[config.mk]
export PLATFORM = sky130hd
export DESIGN_NAME = product_shift_register
export DESIGN_NICKNAME = d
export VERILOG_FILES = /design/src/rtl/product_shift_register.sv
export SDC_FILE = /design/constraint.sdc
export NUM_CORES = 1
export LEC_CHECK = 0
export CAP_MARGIN = 10
export CORE_MARGIN = 2
export CORE_UTILIZATION = 45
export DETAILED_ROUTE_END_ITERATION = 16
export GPL_ROUTABILITY_DRIVEN = 0
export PLACE_DENSITY_LB_ADDON = 0.05
export SKIP_CTS_REPAIR_TIMING = 1
export SLEW_MARGIN = 0
export SYNTH_ARGS = -nofsm -noshare
export SYNTH_HDL_FRONTEND = slang
export SYNTH_SLANG_ARGS = --single-unit
[constraint.sdc]
create_clock -name clk -period 4.1 [get_ports clk]
set_clock_uncertainty 0.05 [all_clocks]
set_input_delay 1.23 -clock clk [delete_from_list [all_inputs] [get_ports clk]]
set_output_delay 1.23 -clock clk [all_outputs]
set_load 0.1 [all_outputs]
[src/rtl/product_shift_register.sv]
// Multicycle product register: one shift-add (or radix-2 Booth) step per clock over WIDTH cycles.
// Define PRODUCT_SIGNED_BOOTH_EN for signed Booth operation; the default build is unsigned shift-add.
module product_shift_register #(
   parameter int WIDTH = 32
) (
   input  logic               clk,
   input  logic               res,
   input  logic               start,
   input  logic [WIDTH-1:0]   multiplicand,
   input  logic [WIDTH-1:0]   multiplier,
   output logic               busy,
   output logic               done,
   output logic [2*WIDTH-1:0] product
);
   localparam int CW = $clog2(WIDTH + 1);

   typedef enum logic [1:0] {IDLE, RUN, DONE} state_t;

   state_t           state, state_nxt;
   logic [WIDTH-1:0] mcand;
   logic [CW-1:0]    count;
   logic [WIDTH:0]   sum;
   logic             last;

   assign last = (count == CW'(WIDTH - 1));

   always_comb begin
      state_nxt = state;
      busy      = (state != IDLE);
      done      = (state == DONE);
      case (state)
         IDLE:    if (start) state_nxt = RUN;
         RUN:     if (last)  state_nxt = DONE;
         DONE:    state_nxt = IDLE;
         default: state_nxt = IDLE;
      endcase
   end

`ifdef PRODUCT_SIGNED_BOOTH_EN
   logic           q_m1;
   logic [WIDTH:0] hi_ext, mc_ext;

   // Upper half widened by one sign bit so subtracting the most negative mcand cannot overflow.
   always_comb begin
      hi_ext = {product[2*WIDTH-1], product[2*WIDTH-1:WIDTH]};
      mc_ext = {mcand[WIDTH-1], mcand};
      case ({product[0], q_m1})
         2'b01:   sum = hi_ext + mc_ext;
         2'b10:   sum = hi_ext - mc_ext;
         default: sum = hi_ext;
      endcase
   end

   always_ff @(posedge clk or posedge res) begin
      if (res) q_m1 <= 1'b0;
      else if (state == IDLE && start) q_m1 <= 1'b0;
      else if (state == RUN) q_m1 <= product[0];
   end
`else
   always_comb begin
      sum = {1'b0, product[2*WIDTH-1:WIDTH]} + (product[0] ? {1'b0, mcand} : '0);
   end
`endif

   // The shifted-out bit of {sum, lower} is dropped; sum[WIDTH] lands in the product MSB,
   // which is the carry (unsigned) or the sign (Booth) as appropriate.
   always_ff @(posedge clk or posedge res) begin
      if (res) begin
         state   <= IDLE;
         product <= '0;
         mcand   <= '0;
         count   <= '0;
      end else begin
         state <= state_nxt;
         case (state)
            IDLE: if (start) begin
               mcand   <= multiplicand;
               product <= {{WIDTH{1'b0}}, multiplier};
               count   <= '0;
            end
            RUN: begin
               product <= {sum, product[WIDTH-1:1]};
               count   <= count + CW'(1);
            end
            default: ;
         endcase
      end
   end
endmodule

==> flow_summary.yaml <==
run_status:
  status: "complete, no violations"
cts:
  htree_levels: 3
  clk_pin_slew_ns: 0.07
  clkLatencyLatePin_ns: 0.36
  cts_buffers: 9
  cts_tree: "built"
  clock-sinks: 104
  ctsLongestPathBuffers: 2
  clockRootBuffer: "clkbuf_16"
yosys:
  ys.flop_type: "dfrtp_1"
  ys_async_sr_fraction: 1.00
  synth-seq-cells: 104
  synth.distinct_cells: 58
  synth_fp_nets: 836
  syn_area_um2: 6400
  syn_inst: 735
  ys_seq_area_frac: 0.407
  synth_warnings: 0
  synth-edff-count: 0
  syn_area_per_cell_um2: 8.70
finish:
  final_common_cell: "nand2_1"
  post_route_cells_drive_above_1_share: 0.0769
  regArea_um2: 2600
  layout_common_cells: "nand2_1, clkdlybuf4s50_1, dfrtp_1"
  post-route-util: 0.580
  antenna_cells: 0
  multi_input_area_um2: 3480
  nNetsFinal: 941
  area_growth_pct: 26.0
  fillerInstances: 1276
floorplanning:
  core_area_um2: 13900
  core.rowCount: 43
  die_width_um: 123
  initial_core_util: 0.461
  fp.dieH_um: 123
  die_area_um2: 15200
  io_pins: 133
setup_path:
  crit_fanout: 21
  crit_type: "register to register"
  max_stage_delay_ns: 0.57
  crit_path_top_delay_cell: "o41ai_2"
  crit_chain: "buf_4, and2_1, ha_1, inv_1, fa_1, nor2b_1, o2111ai_1, a21oi_2, a311oi_2, o41ai_2, a221oi_2, or4_1, nand3_1"
  start_kind: "register"
  crit_arrival_ns: 3.82
  cp-end-kind: "register"
  crit_family: "compound AO/OA/AOI/OAI gates"
  critPathBufInv: 2
  required_ns: 4.34
detailed_routing:
  first_pass_iters: 5
  dr.first_iter.drc_count: 453
  wl_um: 17000
  antenna_violating_nets_post_route: 0
  drc: 0
  wl_per_cell_um: 16.6
  route.vias.total: 5754
  vias_per_cell: 5.61
placement:
  portBuffers: 132
  hpwl_um: 11600
sta:
  finalCritPeriodShare: 0.871
  grt_setup_unrepaired: "false"
  clock.fmax_mhz: 280
  relSlewSlack: 0.324
  setup_viol_count_final: 0
  fin_crit_ns: 3.57
  max_slew.worst_pin.slew_ns: 1.01
  hold_viol: 0
  fin_tns_setup_ns: 0
  drv_slew: 0
power_and_ir_drop:
  p_per_area_nw_per_um2: 856
  peakVddDrop_uv: 402
  p_leak_nw: 3.64
hold_path:
  hold_path.class: "register to register"
global_route:
  grt-ovfl-total: 0
  grt_first_pass_wirelength_um: 28000
  grt_pass1_vias: 5680
  grt_max_degree: 61
  grt_use_total: 0.233
  antenna_found_initial: 1
run:
  drv_cap: 0
[worst reg2reg max path, cell delays in order, from the launching register on]
cell and delay [ns]:
dfrtp_1 0.35, buf_4 0.23, and2_1 0.16, ha_1 0.18, inv_1 0.06, fa_1 0.39
nor2b_1 0.17, o2111ai_1 0.18, a21oi_2 0.25, a311oi_2 0.17, o41ai_2 0.57, a221oi_2 0.15
or4_1 0.51, nand3_1 0.10
[worst paths after layout]
kind	from	endpoint	slack, ns	depth (start not counted)
max reg2reg	product[0]$_DFFE_PP0P_	product[61]$_DFFE_PP0P_	0.53	13
max in group asynchronous	res	mcand[24]$_DFFE_PP0P_	2.01	3
min	mcand[28]$_DFFE_PP0P_	mcand[28]$_DFFE_PP0P_	0.42	2
min in group asynchronous	res	product[37]$_DFFE_PP0P_	1.24	2
max	product[0]$_DFFE_PP0P_	product[61]$_DFFE_PP0P_	0.53	13
min reg2reg	mcand[28]$_DFFE_PP0P_	mcand[28]$_DFFE_PP0P_	0.42	2
[per-stage QoR]
stage | hold WS, ns | instance area, um2 | cells | setup WS, ns | power, W
finish | 0.420 | 8060 | 1025 | 0.527 | 0.00690
global route | 0.446 | 8060 | 1025 | 0.357 | 0.00730
CTS | 0.427 | 8040 | 1024 | 0.517 | 0.00692
detailed placement | 0.409 | 7730 | 1008 | 0.546 | 0.00599
global placement | 0.403 | 7730 | 1008 | 0.675 | 0.00595
floorplan | 0.387 | 6400 | 735 | 0.0878 | 0.00507
[report_power, final]
| part | internal (W) | leakage (nW) | switching (W) |
|---|---|---|---|
| logic | 0.00118 | 2.19 | 0.00307 |
| clock network | 0.000498 | 0.152 | 0.000409 |
| registers | 0.00140 | 1.30 | 0.000334 |
[routing by layer]
metal | vias up | part of all wire | global-route usage | routed length (um)
met4 | 2 | 0.013 | 0.0540 | 216
li1 | 2787 | - | - | -
met1 | 2786 | 0.46 | 0.317 | 7750
met3 | 18 | 0.056 | 0.0572 | 952
met5 | - | 0.00076 | 0 | 13
met2 | 161 | 0.47 | 0.374 | 8060
[cells by family after synthesis]
kind of cell	share of synthesized area
flops	0.407
fa+ha+maj	0.0677
compound gates	0.230
xor+xnor	0.0370
buf+inv	0.0516
simple gates	0.205
mux	0.00157
[registers in the layout, indices dropped and copies added, names as in the netlist]
register  cells
count         6
mcand        32
state         2
product      64
[cell type report]
type | instances | share of cell area
flip-flops and latches | 104 | 0.323
clock inverters | 5 | 0.00792
repair buffers | 144 | 0.174
inverters | 11 | 0.00544
multi-input cells | 570 | 0.432
clock buffers | 11 | 0.0301
well taps | 180 | 0.0280
[Yosys cell counts, drive strengths merged (2+ instances only)]
| master | n | share of area |
|---|---|---|
| o311ai | 2 | 0.0027 |
| nand4 | 14 | 0.014 |
| o211ai | 3 | 0.0035 |
| xnor2 | 10 | 0.014 |
| o31ai | 2 | 0.0023 |
| buf | 8 | 0.011 |
| nor2b | 37 | 0.036 |
| a21oi | 68 | 0.054 |
| dfrtp | 104 | 0.41 |
| nand2b | 3 | 0.0029 |
| nand3 | 15 | 0.012 |
| or4 | 2 | 0.0023 |
| or2 | 2 | 0.0020 |
| nor3 | 6 | 0.0047 |
| and2 | 32 | 0.031 |
| nand2 | 138 | 0.081 |
| a221oi | 3 | 0.0051 |
| ha | 33 | 0.065 |
| and4 | 2 | 0.0029 |
| a31oi | 4 | 0.0039 |
| nor2 | 15 | 0.0088 |
| nor4 | 2 | 0.0020 |
| or2b | 2 | 0.0027 |
| o21ai | 74 | 0.058 |
| inv | 11 | 0.0065 |
| a211o | 3 | 0.0041 |
| a21o | 16 | 0.020 |
| a22o | 7 | 0.0096 |
| o21a | 2 | 0.0023 |
| o2111ai | 2 | 0.0027 |
| o21bai | 8 | 0.0094 |
| a22oi | 32 | 0.038 |
| clkbuf | 40 | 0.031 |
| xor2 | 17 | 0.023 |
Power figures use the tool's default switching activity.
